===== src/rtl/shift_pkg.sv =====
// Shared constants for the shift/rotate execution unit: mode codes and FSM state encoding.
package shift_pkg;

    // Operation modes carried on in_mode
    localparam logic [1:0] SHM_SLL = 2'b00;
    localparam logic [1:0] SHM_SRA = 2'b01;
    localparam logic [1:0] SHM_ROR = 2'b10;
    localparam logic [1:0] SHM_ROL = 2'b11;

    // Control FSM states
    localparam logic [1:0] ST_IDLE  = 2'b00;
    localparam logic [1:0] ST_SHIFT = 2'b01;
    localparam logic [1:0] ST_HOLD  = 2'b10;

endpackage : shift_pkg


===== src/rtl/shift_step.sv =====
// One stage of a log shifter: moves data by 2^idx positions according to mode.
module shift_step
    import shift_pkg::*;
#(
    parameter  int unsigned WIDTH = 16,
    localparam int unsigned AMT_W = $clog2(WIDTH)
) (
    input  logic [WIDTH-1:0] data,
    input  logic [AMT_W-1:0] idx,
    input  logic [1:0]       mode,
    output logic [WIDTH-1:0] result_c
);

    localparam int unsigned SH_W = AMT_W + 1;

    logic [SH_W-1:0]         sh;
    logic [2*WIDTH-1:0]      ror_w;
    logic [2*WIDTH-1:0]      rol_w;
    logic signed [WIDTH-1:0] sdata;

    // Rotates use a doubled word so the wrapped bits fall out of a plain shift
    always_comb begin
        sh       = SH_W'(1) << idx;
        sdata    = data;
        ror_w    = {data, data} >> sh;
        rol_w    = {data, data} << sh;
        result_c = data;
        case (mode)
            SHM_SLL: result_c = data << sh;
            SHM_SRA: result_c = sdata >>> sh;
            SHM_ROR: result_c = ror_w[WIDTH-1:0];
            SHM_ROL: result_c = rol_w[2*WIDTH-1:WIDTH];
            default: result_c = data;
        endcase
    end

endmodule : shift_step


===== src/rtl/shift_rot_unit.sv =====
// Multi-cycle shift/rotate unit: applies one amount bit per cycle through a single
// log-shifter stage, stopping as soon as no higher amount bits remain.
module shift_rot_unit
    import shift_pkg::*;
#(
    parameter  int unsigned WIDTH = 16,
    localparam int unsigned AMT_W = $clog2(WIDTH)
) (
    input  logic             clk,
    input  logic             rst_n,
    input  logic             flush,
    input  logic             in_valid,
    output logic             in_ready,
    input  logic [WIDTH-1:0] in_data,
    input  logic [AMT_W-1:0] in_amt,
    input  logic [1:0]       in_mode,
    output logic             out_valid,
    input  logic             out_ready,
    output logic [WIDTH-1:0] out_data,
    output logic             out_zero,
    output logic             busy
);

    logic [1:0]       state;
    logic [1:0]       state_nxt;
    logic [AMT_W-1:0] idx;
    logic [AMT_W-1:0] idx_nxt;
    logic [AMT_W-1:0] amt_reg;
    logic [AMT_W-1:0] amt_nxt;
    logic [1:0]       mode_reg;
    logic [1:0]       mode_nxt;
    logic [WIDTH-1:0] work;
    logic [WIDTH-1:0] work_nxt;
    logic             valid_nxt;
    logic             zero_nxt;
    logic             busy_nxt;

    logic [WIDTH-1:0] step_c;
    logic [AMT_W-1:0] rest_c;
    logic             apply_c;
    logic             last_c;

    shift_step #(
        .WIDTH (WIDTH)
    ) u_step (
        .data     (work),
        .idx      (idx),
        .mode     (mode_reg),
        .result_c (step_c)
    );

    // Accept only when idle; a flush in the same cycle blocks the handshake
    assign in_ready = (state == ST_IDLE) && !flush;
    assign out_data = work;

    // Current amount bit and whether any higher bits are still pending
    always_comb begin
        rest_c  = amt_reg >> idx;
        apply_c = rest_c[0];
        last_c  = ((rest_c >> 1) == '0) || (idx == AMT_W'(AMT_W - 1));
    end

    // Next-state and datapath decode; flush overrides everything
    always_comb begin
        state_nxt = state;
        idx_nxt   = idx;
        amt_nxt   = amt_reg;
        mode_nxt  = mode_reg;
        work_nxt  = work;

        case (state)
            ST_IDLE: begin
                if (in_valid && in_ready) begin
                    work_nxt  = in_data;
                    amt_nxt   = in_amt;
                    mode_nxt  = in_mode;
                    idx_nxt   = '0;
                    state_nxt = (in_amt == '0) ? ST_HOLD : ST_SHIFT;
                end
            end
            ST_SHIFT: begin
                if (apply_c) begin
                    work_nxt = step_c;
                end
                idx_nxt = idx + AMT_W'(1);
                if (last_c) begin
                    state_nxt = ST_HOLD;
                end
            end
            ST_HOLD: begin
                if (out_ready) begin
                    state_nxt = ST_IDLE;
                end
            end
            default: state_nxt = ST_IDLE;
        endcase

        if (flush) begin
            state_nxt = ST_IDLE;
            idx_nxt   = '0;
        end

        valid_nxt = (state_nxt == ST_HOLD);
        zero_nxt  = valid_nxt && (work_nxt == '0);
        busy_nxt  = (state_nxt != ST_IDLE);
    end

    // FSM state register
    always_ff @(posedge clk or negedge rst_n) begin
        if (!rst_n) begin
            state <= ST_IDLE;
        end else begin
            state <= state_nxt;
        end
    end

    // Working register, latched operands and registered status outputs
    always_ff @(posedge clk or negedge rst_n) begin
        if (!rst_n) begin
            idx       <= '0;
            amt_reg   <= '0;
            mode_reg  <= SHM_SLL;
            work      <= '0;
            out_valid <= 1'b0;
            out_zero  <= 1'b0;
            busy      <= 1'b0;
        end else begin
            idx       <= idx_nxt;
            amt_reg   <= amt_nxt;
            mode_reg  <= mode_nxt;
            work      <= work_nxt;
            out_valid <= valid_nxt;
            out_zero  <= zero_nxt;
            busy      <= busy_nxt;
        end
    end

endmodule : shift_rot_unit


===== config.mk =====
export PLATFORM = sky130hd
export DESIGN_NAME = shift_rot_unit
export DESIGN_NICKNAME = d
export VERILOG_FILES = /design/src/rtl/shift_pkg.sv /design/src/rtl/shift_step.sv /design/src/rtl/shift_rot_unit.sv
export SDC_FILE = /design/constraint.sdc
export NUM_CORES = 1
export LEC_CHECK = 0
export ABC_AREA = 1
export BUFFER_PORTS_ARGS = -buffer_cell sky130_fd_sc_hd__buf_2
export CORE_MARGIN = 10
export CORE_UTILIZATION = 40
export DETAILED_ROUTE_END_ITERATION = 7
export SLEW_MARGIN = 15
export SYNTH_ARGS = -nofsm -noshare
export SYNTH_HDL_FRONTEND = slang
export SYNTH_HIERARCHICAL = 1
export SYNTH_SLANG_ARGS = --single-unit

===== constraint.sdc =====
create_clock -name clk -period 5.5 [get_ports clk]
set_input_delay 0.55 -clock clk [delete_from_list [all_inputs] [get_ports clk]]
set_output_delay 0.55 -clock clk [all_outputs]
set_load 0.005 [all_outputs]

== Word-level counts from Yosys, hierarchy flattened ==
Cells that the tools add are included.
W data, S select, Z words.

* Register bits after elaboration: 31
* Word-level logic and storage cells: 50

* $add $sub $neg: 1
* Equal/unequal tests: 8
* Shifts and indexed selects: 6
* Muxes and demuxes: 13
* Reduce and logical (&&, ||, !) cells: 14

{| class="wikitable"
|+ Operators with widths
! kind !! count
|-
| $pmux W16 S4 || 1
|-
| $mux W16 || 2
|-
| $pmux W16 S2 || 1
|-
| $shl A32 B5 Y32 || 1
|-
| $shr A32 B5 Y16 || 1
|-
| $logic_not A16 Y1 || 1
|-
| $shl A16 B5 Y16 || 1
|-
| $sshr A16 B5 Y16 || 1
|-
| $mux W2 || 5
|-
| $eq A2 B2 Y1 const B || 4
|-
| $logic_not A4 Y1 || 2
|-
| $mux W4 || 2
|-
| $pmux W4 S2 || 1
|-
| $pmux W2 S3 || 1
|-
| $shl A1 B4 Y5 const A || 1
|-
| $add A4 B1 Y4 const B || 1
|-
| $eq A2 B1 Y1 const B || 2
|-
| $eq A4 B2 Y1 const B || 1
|-
| $logic_not A2 Y1 || 2
|-
| $reduce_and A2 Y1 || 2
|-
| $shr A4 B4 Y4 || 1
|-
| $logic_and A1 B1 Y1 || 3
|-
| $ne A3 B2 Y1 const B || 1
|-
| $reduce_bool A3 Y1 || 1
|-
| 3 further kinds || 3
|}

== Logic depth before layout (Yosys ltp) ==
Gate-level depths: netlist (run 1).

* Depth after elaboration: 8
* Mapped depth: 22
* Depth with buffers taken out: 20

== Modules after synthesis ==
The synthesis (run 1) kept the hierarchy.

{| class="wikitable"
|+ Modules (own cells, without submodules)
! module !! times used !! cells an instance !! area each (sq um) !! seq. area each (sq um)
|-
| shift_step || 1 || 412 || 2045.7 || 0.0
|-
| shift_rot_unit || 1 || 255 || 1844.3 || 775.7
|}

== Worst setup path before layout (run 1) ==
No wires, ideal clock.

* Path kind: register to register
* Start point: register idx[0]
* End point: register out_zero
* Setup time: 69 ps
* Arrival: 2189 ps
* Data required time: 5431 ps
* Slack: 3243 ps
* Stages on the path, launching flop included: 22
* Path buffers: 2
* Period minus slack after synthesis: 2257 ps
* Cells stage by stage: dfrtp_1 -> buf_6 -> nor2_4 -> buf_6 -> nand3_1 -> nand2_1 -> nand4_1 -> nand2_1 -> nand2_1 -> nand2_1 -> nand2_1 -> nand2_1 -> nand3_2 -> inv_1 -> nand4_1 -> nand3_1 -> nand2_1 -> nor2_1 -> nand2_1 -> nor2_1 -> nand2_1 -> nor2_2

{| class="wikitable"
|+ RTL lines
! item !! line !! source
|-
| start: declaration || shift_rot_unit.sv:26 || <nowiki>logic [AMT_W-1:0] idx;</nowiki>
|-
| start signal: assignment || shift_rot_unit.sv:128 || <nowiki>idx <= idx_nxt;</nowiki>
|-
| $shl A1 B4 Y5 (*) || shift_step.sv:23 || <nowiki>sh = SH_W'(1) << idx;</nowiki>
|-
| $shl A32 B5 Y32 (tied with other cells) || shift_step.sv:26 || <nowiki>rol_w = {data, data} << sh;</nowiki>
|-
| $pmux W16 S4 (*) || shift_step.sv:28 || <nowiki>case (mode)</nowiki>
|-
| via step_c[2] || shift_rot_unit.sv:38 || <nowiki>logic [WIDTH-1:0] step_c;</nowiki>
|-
| $mux W16 (*) || shift_rot_unit.sv:82 || <nowiki>if (apply_c) begin</nowiki>
|-
| $pmux W16 S2 (*) || shift_rot_unit.sv:71 || <nowiki>case (state)</nowiki>
|-
| via work_nxt[2] || shift_rot_unit.sv:33 || <nowiki>logic [WIDTH-1:0] work_nxt;</nowiki>
|-
| $logic_not A16 Y1 (*) || shift_rot_unit.sv:104 || <nowiki>zero_nxt = valid_nxt && (work_nxt == '0);</nowiki>
|-
| $logic_and A1 B1 Y1 (*) || shift_rot_unit.sv:104 ||
|-
| via zero_nxt || shift_rot_unit.sv:35 || <nowiki>logic zero_nxt;</nowiki>
|-
| end signal: assignment || shift_rot_unit.sv:133 || <nowiki>out_zero <= zero_nxt;</nowiki>
|-
| end: declaration || shift_rot_unit.sv:20 || <nowiki>output logic out_zero,</nowiki>
|}

Mark *: on every way through the listed nets, which the timed path passes. The rest lies on a longest branch.
A chain may end at the register's enable or synchronous reset.

== Worst setup path in the final report (run 1) ==
* Start point: register idx[2]
* End point: register out_zero

The elaborated chain is that of the path after synthesis.

==> reports/qor.yml, run 1 <==
floorplan:
  fp.dieH_um: 118.6
  die-area_sq_um: 14070
  placementRows: 35
  start_util_pct: 41.51
  die_x_um: 118.6
  ios: 47
  core_area_sq_um: 9371
synth:
  muxShareOfSynthArea_pct: 0.5790
  synth_compound_area_share_pct: 9.231
  async_flop_share_pct: 100.0
  synth_fp_nets: 695
  synth_adder_area_share_pct: 0.3216
  synth_ff_type: "dfrtp_1"
  ys_ff_latch: 31
  synth_cell_types: 34
  synthesis.area_sq_um: 3890
  synth_top_family_by_area: "simple AND/OR/NAND/NOR gates"
  yosys_warnings: 6
  syn_inst: 667
  synth_xor_area_share_pct: 0.2252
  synthSimpleGateAreaFrac_pct: 54.97
  synth_seq_area_share_pct: 19.94
  post_synth.cell_area_avg_sq_um: 5.832
  synth_edf_count: 0
detailed_routing:
  vias: 4619
  routed_wl_mm: 14.58
  avgRoutedWirePerCell_um: 17.76
  dr.pass1.iters: 5
  ant_nets: 0
  drc: 0
  viasPerCell: 5.626
  first_iter_violations: 483
power_and_ir_drop:
  power_frac_seq_pct: 22.8
  p_leak_uw: 0.002378
  internal-power_uw: 778.2
  power.switching_uw: 790.3
  combPwrFrac_pct: 59.9
  power_frac_clock_pct: 17.3
  p_total_uw: 1568
  switching_share_pct: 50.39
  p_per_area_nw_per_um2: 370.8
  peakVddDrop_mv: 0.3706
clocking:
  cts_resized: 0
  cts_setup_buffers: 0
  ctsHtreeMaxLevel: 2
  cts_buffers: 5
  cts-root-buf: "clkbuf_8"
  insertion_delay_ns: 0.29
  cts_tree: "done"
  clkSlewWorstSetupHoldPaths_ns: 0.07
  cts_sinks: 31
  clk_path_buf_depth: 2
  postCtsHoldBufs: 0
critical_path:
  reg2reg_to: "out_zero"
  r2r_start: "idx[2]"
  startpoint_type: "flip-flop"
  critPathCaptureType: "flip-flop"
  critPathKind: "reg -> reg"
  cp_max_fo: 35
  r2r_setup_slack_ns: 1.75
  arrival_ns: 3.97
  required_ns: 5.72
  r2r_cells: 17
sta:
  setup_viol: 0
  drv_slew: 0
  fin_hold_ws_ns: 0.3143
  tightestPinTransition_ns: 0.7950
  finalCritPeriodShare_pct: 68.14
  hold_viol: 0
  rsz0062_at_grt: "no"
  finalWorstSetupSlack_ns: 1.752
  relSlewSlack_pct: 46.85
  min_period_ns: 3.748
  skew_ns: 0.007588
  tns_ns: 0
  fmax_mhz: 266.8
cells_and_area:
  final_common_cell: "nand2_1"
  fillers: 1061
  antennaDiodeCount: 0
  final_core_utilization_pct: 45.14
  final_nets: 719
  largest_register_ffs: 16
  syn_to_final_growth_pct: 8.749
  drive_gt1_share_pct: 14.45
  final_cell_mix: "182 x nand2_1, 144 x nand3_1, 98 x inv_1"
grt:
  gr-usage-met3_pct: 4.379
  grt_max_degree: 36
  grt-ovfl-total: 0
  grt.total_usage_pct: 19.93
  met2_usage_pct: 30.53
  busiest_layer: "met2"
  grt_pass1_vias: 4476
  grt_use_met1_pct: 26.92
  grt_pass1_wl_mm: 23.52
  antenna_found_initial: 0
placement:
  place_congestion: 0.9598
  port_buffers: 46
  hpwl_mm: 11.19
  detailedPlace.worstSlack_ns: 1.923
hold_path:
  hp-class: "in -> async"
status:
  run_status: "complete, no violations"
job:
  drv_cap: 0
==> Yosys cell counts, types with 6 or more instances <==
cell type | n | area (sq um)
nand2_1 | 182 | 683.2
nand3_1 | 144 | 720.7
inv_1 | 98 | 367.9
nor2_1 | 41 | 153.9
nand4_1 | 33 | 206.5
dfrtp_1 | 31 | 775.7
a21oi_1 | 22 | 110.1
o21ai_0 | 18 | 90.09
buf_2 | 14 | 70.07
nand3_2 | 12 | 120.1
nand2_2 | 11 | 68.82
buf_6 | 8 | 90.09
o211ai_1 | 7 | 52.55
clkbuf_1 | 6 | 22.52
==> worst max-delay path by stage <==
stage,to,slack (ns),startpoint,cells after the start
3_5_place_dp,out_zero,1.92,idx[2],17
6_report,out_zero,1.75,idx[2],17
3_3_place_gp,out_zero,1.98,idx[2],17
2_1_floorplan,out_zero,3.24,idx[0],21
5_1_grt,out_zero,1.41,idx[2],17
4_1_cts,out_zero,1.84,idx[2],17
==> per-stage QoR <==
stage	area [sq um]	cells
after global placement	4095	813
after CTS	4228	821
final	4230	821
after detailed placement	4095	813
after global routing	4230	821
after floorplan	3890	667
==> power by group through the flow <==
stage	combinational [uW]	sequential [uW]	clock, uW
floorplan	654	338	0
global placement	928	358	0
detailed placement	919	360	0
CTS	927	356	275
global route	1060	366	285
finish	940	357	272
==> cell type report <==
cell class / count / area [sq um] / share of cell area (%)
repair buffers: 47 / 237.7 / 5.620
clock buffers: 6 / 72.57 / 1.715
flip-flops and latches: 31 / 775.7 / 18.34
inverters: 101 / 379.1 / 8.962
clock inverters: 2 / 60.06 / 1.420
multi-input cells: 505 / 2544 / 60.13
well taps: 129 / 161.4 / 3.815
==> cell families after synthesis <==
kind of cell	after synthesis
mux	2
buf+inv	131
xor+xnor	1
compound gates	62
flops	31
simple gates	439
fa+ha+maj	1
==> critical path: stages, from the launching register on <==
cell	delay, ns
dfrtp_1	0.44
nor2_4	0.53
nand2_2	0.33
nor2_4	0.42
inv_2	0.37
nor2_1	0.32
nor2_1	0.08
a21oi_1	0.20
nand4_1	0.14
inv_1	0.08
nand4_1	0.09
nand3_1	0.11
nand2_1	0.07
nor2_1	0.11
nand2_1	0.08
nor2_1	0.13
nand2_1	0.08
nor2_2	0.08
==> per-layer routing <==
layer / wire length (um) / vias to the layer above
li1: - / 2258
met1: 6593 / 2118
met2: 6350 / 212
met3: 1233 / 31
met4: 402 / 0
met5: 0 / -
(Power assumes the default switching activity.)
==> run 2, diff against run 1 <==
Clock period 5.5 ns to 3.02 ns, I/O delays scaled along.
==> run 2 against run 1 <==
  * Critical path depth up 1
  * Power is 74% higher
  * Clock-buffer cell count stayed put
  * Die area unchanged
  * Global-route usage decreased by 0.18 points
  * Critical path type unchanged
  * Largest power group unchanged
  * Sequential cell count unchanged
  * Routed wire length is 0.45% higher
  * Register-to-register slack worse by 1.5 ns
  * Utilization is 2.4 points higher
==> reports/qor.yml, run 2 (synthesized netlist as in run 1, its figures left out) <==
critical_path:
  cp_max_fo: 16  # -54%
  required_ns: 3.24  # -2.48 ns
  max_stage_delay_ns: 0.45  # -0.08 ns
  cp_common_cell: "nand2_1"
  startpoint_type: "flip-flop"
  critPathKind: "reg -> reg"
  arrival_ns: 2.99  # -0.98 ns
  critPathCaptureType: "flip-flop"
  crit_slowest_cell: "dfrtp_1"
  path_cells: "nor2_4, buf_4, nand3_2, nand3_2, nand3_1, nand2_1, nand2_1, nand3_1, nand4_1, inv_1, nand4_1, nand3_1, nand2_1, nor2_1, nand2_1, nor2_1, nand2_1, nor2_2"
detailed_routing:
  drc: 0  # unchanged
  dr.pass1.iters: 5  # unchanged
  avgRoutedWirePerCell_um: 17.19  # -3.2%
  ant_nets: 0  # unchanged
  vias: 4755  # +2.9%
  first_iter_violations: 561  # +16%
  routed_wl_mm: 14.65  # +0.45%
  viasPerCell: 5.581  # -0.80%
clocking:
  clk_path_buf_depth: 2  # unchanged
  postCtsHoldBufs: 0  # unchanged
  cts_tree: "done"
  cts_sinks: 31  # unchanged
  insertion_delay_ns: 0.28  # about the same
  ctsHtreeMaxLevel: 2  # unchanged
  cts_buffers: 5  # unchanged
  cts-root-buf: "clkbuf_8"
  clkSlewWorstSetupHoldPaths_ns: 0.08  # about the same
sta:
  hold_viol: 0  # unchanged
  min_period_ns: 2.774  # -0.9737 ns
  tns_ns: 0  # unchanged
  setup_viol: 0  # unchanged
  relSlewSlack_pct: 52.69  # +5.8 points
  finalCritPeriodShare_pct: 91.86  # +24 points
  skew_ns: 0.01040  # +0.002807 ns
  tightestPinTransition_ns: 0.7096  # -0.08540 ns
  rsz0062_at_grt: "no"
  fmax_mhz: 360.5  # +35%
  drv_slew: 0  # unchanged
power_and_ir_drop:
  p_per_area_nw_per_um2: 612.2  # +65%
  p_leak_uw: 0.002511  # +5.6%
  peakVddDrop_mv: 0.3620  # -2.3%
grt:
  grt_pass1_vias: 4384  # -2.1%
  grt.total_usage_pct: 19.74  # -0.18 points
  grt_pass1_wl_mm: 23.25  # -1.1%
  grt-ovfl-total: 0  # unchanged
  grt_max_degree: 33  # -8.3%
  antenna_found_initial: 0  # unchanged
floorplan:
  core_area_sq_um: 9371  # unchanged
  die_x_um: 118.6  # unchanged
  ios: 47  # unchanged
  placementRows: 35  # unchanged
  die-area_sq_um: 14070  # unchanged
  start_util_pct: 41.51  # unchanged
  fp.dieH_um: 118.6  # unchanged
cells_and_area:
  largest_register_ffs: 16  # unchanged
  final_cell_area_sq_um: 4456  # +5.3%
  final_cell_mix: "182 x nand2_1, 143 x nand3_1, 98 x inv_1"
  final_common_cell: "nand2_1"
  syn_to_final_growth_pct: 14.54
  drive_gt1_share_pct: 18.26  # +3.8 points
  antennaDiodeCount: 0  # unchanged
  final_nets: 750  # +4.3%
hold_path:
  hp-class: "in -> async"
placement:
  place_congestion: 0.9661  # +0.66%
  port_buffers: 46  # unchanged
  hpwl_mm: 11.25  # +0.55%
  placed_cell_area_sq_um: 4230  # +3.3%
status:
  run_status: "complete, no violations"
job:
  drv_cap: 0  # unchanged
[run 2: metrics by stage]
stage	total power, uW	utilization [%]	worst slack [ns]	hold slack, ns	instances
after CTS	2680	46.05	0.06268	0.08950	839
after global routing	3000	47.54	0.0006297	0.1195	852
final	2728	47.54	0.2459	0.06579	852
after global placement	2358	45.14	0.1298	0.3956	831
after detailed placement	2345	45.14	0.09528	0.4031	831
after floorplan	1808	-	0.7626	0.006409	667
[run 2: final timing paths]
kind / from / to / slack, ns / depth (start not counted)
max: idx[3] / out_zero / 0.25 / 18
min: rst_n / idx[3] / 0.07 / 1
max reg2reg: idx[3] / out_zero / 0.25 / 18
min reg2reg: amt_reg[2] / amt_reg[2] / 0.53 / 2
max in group asynchronous: rst_n / idx[1] / 2.46 / 1
min in group clk: in_mode[0] / mode_reg[0] / 0.25 / 2
[run 2: critical path: cells and delay by family (launching register included)]
| family | cells | cell delay, ns |
|---|---|---|
| simple gates | 16 | 1.99 |
| flops | 1 | 0.45 |
| buf+inv | 2 | 0.26 |
[run 2: final cells by class]
cell class                 instances  area [sq um]
fill                            1068          4916
multi-input combinational        506          2561
sequential                        31         777.0
timing repair buffer              77         491.7
inverter                         101         379.1
tap                              129         161.4
clock buffer                       6         72.57
clock inverter                     2         12.51
[run 2: report_power, final]
part           switching [uW]  internal, uW
registers                 123           512
clock network             163           161
logic                    1150           614
[run 2: repair_timing]
action | in CTS | in global routing
endpoints found under the hold margin | 0 | 0
setup buffers | 0 | 12
gates resized for setup | 0 | 4
setup endpoints to repair | 0 | 1
[run 2: per-layer routing]
metal  vias to the layer above  global-route usage, %  part of all wire [%]
met5                         -                      0                     0
met4                         0                  6.031                   2.4
met3                        32                  4.188                   9.0
met2                       231                  30.12                    43
met1                      2180                  27.09                    45
li1                       2312                      -                     -
==> run 3, diff against run 2 <==
Settings changed: ABC_AREA 1 to 0, MAX_ROUTING_LAYER from default to met4.
==> run 3 against run 2 <==
  * Via count fell by 6.4%
  * Utilization rose by 2.0 points
  * Design area up 3.8%
  * Setup slack got worse by 0.19 ns
  * Clock skew fell by 0.0044 ns
  * Sequential power grew 19%
  * Register-to-register slack lost 0.19 ns
  * Sequential share of layout area down 0.58 points
  * Critical path type unchanged
  * Critical endpoint unchanged
  * Largest power group unchanged
  * Highest routed layer unchanged
==> reports/qor.yml, run 3 <==
sta:
  min_period_ns: 2.962  # +0.1877 ns
  fmax_mhz: 337.6  # -6.3%
  setup_viol: 0  # unchanged
  rsz0062_at_grt: "no"
  relSlewSlack_pct: 52.93  # +0.24 points
  hold_viol: 0  # unchanged
  tightestPinTransition_ns: 0.7060  # -0.003610 ns
  drv_slew: 0  # unchanged
  skew_ns: 0.005997  # -0.004398 ns
  finalCritPeriodShare_pct: 98.07  # +6.2 points
  finalWorstSetupSlack_ns: 0.05815  # -0.1877 ns
cells_and_area:
  drive_gt1_share_pct: 29.79  # +12 points
  final_cell_area_sq_um: 4624  # +3.8%
  antennaDiodeCount: 0  # unchanged
  syn_to_final_growth_pct: 20.12
  final_cell_mix: "69 x buf_4, 58 x nand2_1, 46 x buf_2"
  final_core_utilization_pct: 49.58  # +2.0 points
  final_common_cell: "buf_4"
  largest_register_ffs: 16  # unchanged
  final_nets: 601  # -20%
clocking:
  cts_tree: "done"
  insertion_delay_ns: 0.28  # about the same
  cts_buffers: 5  # unchanged
  cts_sinks: 31  # unchanged
  cts-root-buf: "clkbuf_8"
  clk_path_buf_depth: 2  # unchanged
  clkSlewWorstSetupHoldPaths_ns: 0.07  # about the same
  ctsHtreeMaxLevel: 2  # unchanged
  postCtsHoldBufs: 0  # unchanged
critical_path:
  critPathBufInv: 0  # -2
  cp_max_fo: 6  # -10
  arrival_ns: 3.15  # +0.16 ns
  path_cells: "or4b_4, a211o_1, o311ai_2, a22o_1, o221ai_1, a311oi_2, o2111ai_2, or4b_1, nor4_2"
  critPathKind: "reg -> reg"
  max_stage_delay_ns: 0.55  # +0.10 ns
  required_ns: 3.21  # -0.03 ns
  startpoint_type: "flip-flop"
  crit_family: "simple AND/OR/NAND/NOR gates"
  critPathCaptureType: "flip-flop"
  crit_slowest_cell: "or4b_4"
placement:
  port_buffers: 46  # unchanged
  placed_cell_area_sq_um: 4488  # +6.1%
  detailedPlace.worstSlack_ns: -0.01709  # -0.1124 ns
  hpwl_mm: 12.04  # +7.0%
  place_congestion: 0.9681  # +0.21%
floorplan:
  ios: 47  # unchanged
  placementRows: 35  # unchanged
  fp.dieH_um: 118.1  # -0.43%
  die-area_sq_um: 13950  # -0.86%
  start_util_pct: 41.27  # -0.23 points
  core_area_sq_um: 9328  # -0.47%
  die_x_um: 118.1  # -0.43%
grt:
  busiest_layer: "met2"
  grt_max_degree: 32  # -3.0%
  met2_usage_pct: 34.28  # +4.2 points
  grt.total_usage_pct: 22.49  # +2.7 points
  grt_pass1_wl_mm: 25.23  # +8.5%
  gr-usage-met3_pct: 2.926  # -1.3 points
  antenna_found_initial: 0  # unchanged
  grt_use_met1_pct: 29.14  # +2.0 points
  grt_pass1_vias: 4413  # +0.66%
  grt-ovfl-total: 0  # unchanged
detailed_routing:
  ant_nets: 0  # unchanged
  routed_wl_mm: 15.83  # +8.1%
  first_iter_violations: 485  # -14%
  vias: 4453  # -6.4%
  dr.pass1.iters: 5  # unchanged
  drc: 0  # unchanged
  avgRoutedWirePerCell_um: 22.52  # +31%
  viasPerCell: 6.334  # +13%
hold_path:
  hp-class: "in -> async"
power_and_ir_drop:
  internal-power_uw: 1633  # +27%
  power.switching_uw: 1634  # +13%
  combPwrFrac_pct: 67.0  # +2.1 points
  power_frac_clock_pct: 9.9  # -2.0 points
  power_frac_seq_pct: 23.1  # -0.2 points
  switching_share_pct: 50.02  # -2.8 points
  peakVddDrop_mv: 0.3575  # -1.2%
  p_per_area_nw_per_um2: 706.3  # +15%
  p_leak_uw: 0.001968  # -22%
synth:
  async_flop_share_pct: 100.0  # unchanged
  synth_edf_count: 0  # unchanged
  synth_top_area_share_pct: 20.15  # +0.21 points
  synth_seq_area_share_pct: 20.15  # +0.21 points
  synth_cell_types: 79  # +130%
  synth.area.top_cells: "dfrtp_1 20%, mux4_2 5.8%, nand2_1 5.8%, a21oi_1 5.1%, o21ai_0 3.8%"
  synthesis.area_sq_um: 3850  # -1.0%
  yosys-top-cells-count: "60 x nand2_1, 39 x a21oi_1, 31 x dfrtp_1"
  post_synth.cell_area_avg_sq_um: 7.654  # +31%
  yosys_warnings: 6  # unchanged
  yosys.area.top_type: "dfrtp_1"
  post-synth-top-count-cell: "nand2_1"
  ys_ff_latch: 31  # unchanged
  synth_ff_type: "dfrtp_1"
  synth_fp_nets: 531  # -24%
  syn_inst: 503  # -25%
job:
  drv_cap: 0  # unchanged
status:
  run_status: "complete, no violations"
## run 3: changes by cell type in the layout (fill, tap and decap cells not counted), moves of 17 or more
cell | previous run | this run
nand4_1 | 33 | 4
nand2_1 | 182 | 58
inv_1 | 98 | 11
a21oi_1 | 22 | 39
nand3_1 | 143 | 28
buf_4 | 28 | 69
## run 3: final timing paths
kind / from / end / slack [ns] / depth (start not counted)
setup / recovery: idx[1] / out_zero / 0.06 / 9
hold / removal: rst_n / out_data[1] / 0.05 / 1
setup reg to reg: idx[1] / out_zero / 0.06 / 9
hold reg to reg: amt_reg[0] / amt_reg[0] / 0.52 / 1
max in group asynchronous: rst_n / idx[2] / 2.45 / 1
min in group clk: in_mode[1] / mode_reg[1] / 0.25 / 2
## run 3: power by group through the flow
stage / Combinational (uW) / Clock, uW / Sequential [uW]
2_1_floorplan: 1220 / 0 / 718
3_3_place_gp: 2130 / 0 / 759
3_5_place_dp: 2100 / 0 / 753
4_1_cts: 2130 / 327 / 744
5_1_grt: 2350 / 342 / 765
6_report: 2190 / 323 / 754
## run 3: layer usage
metal,vias to the layer above,part of all wire [%]
li1,2045,-
met1,2105,43
met2,257,45
met3,46,8.0
met4,0,4.0
met5,-,0
## run 3: final cells by class
type / instances / area, sq um
sequential: 31 / 779.5
tap: 129 / 161.4
timing repair buffer: 116 / 768.2
clock buffer: 6 / 72.57
inverter: 11 / 41.29
fill: 943 / 4703
clock inverter: 2 / 12.51
multi-input combinational: 408 / 2789
## run 3: stage by stage
step           hold slack [ns]  setup TNS (ns)  cells  power, uW
3_5_place_dp            0.3973        -0.01709    694       2854
5_1_grt                 0.1056               0    703       3456
2_1_floorplan         0.006409               0    503       1942
3_3_place_gp            0.3904               0    694       2886
6_report               0.05430               0    703       3266
4_1_cts                0.08493               0    703       3197
## run 3: cells by family (layout without fill, tap and decap cells)
group / Yosys count / count (layout) / synth area share, %
AOI/OAI and AO/OA: 178 / 178 / 32.24
adders and majority gates: 1 / 1 / 0.3249
buffers and inverters: 64 / 135 / 8.190
DFF: 31 / 31 / 20.15
muxes: 25 / 25 / 10.11
and+or+nand+nor: 204 / 204 / 28.99
## run 3: worst register-to-register path, stage by stage, from the launching register on
cell and delay [ns]:
dfrtp_2 0.45, or4b_4 0.55, a211o_1 0.30, o311ai_2 0.10, a22o_1 0.17, o221ai_1 0.16, a311oi_2 0.30, o2111ai_2 0.17
or4b_1 0.51, nor4_2 0.17
## run 3: what timing repair did
action / CTS / global route
resized for setup: 2 / 8
buffers inserted: 1 / 0
pin swaps: 2 / 3
setup endpoints to repair: 1 / 1
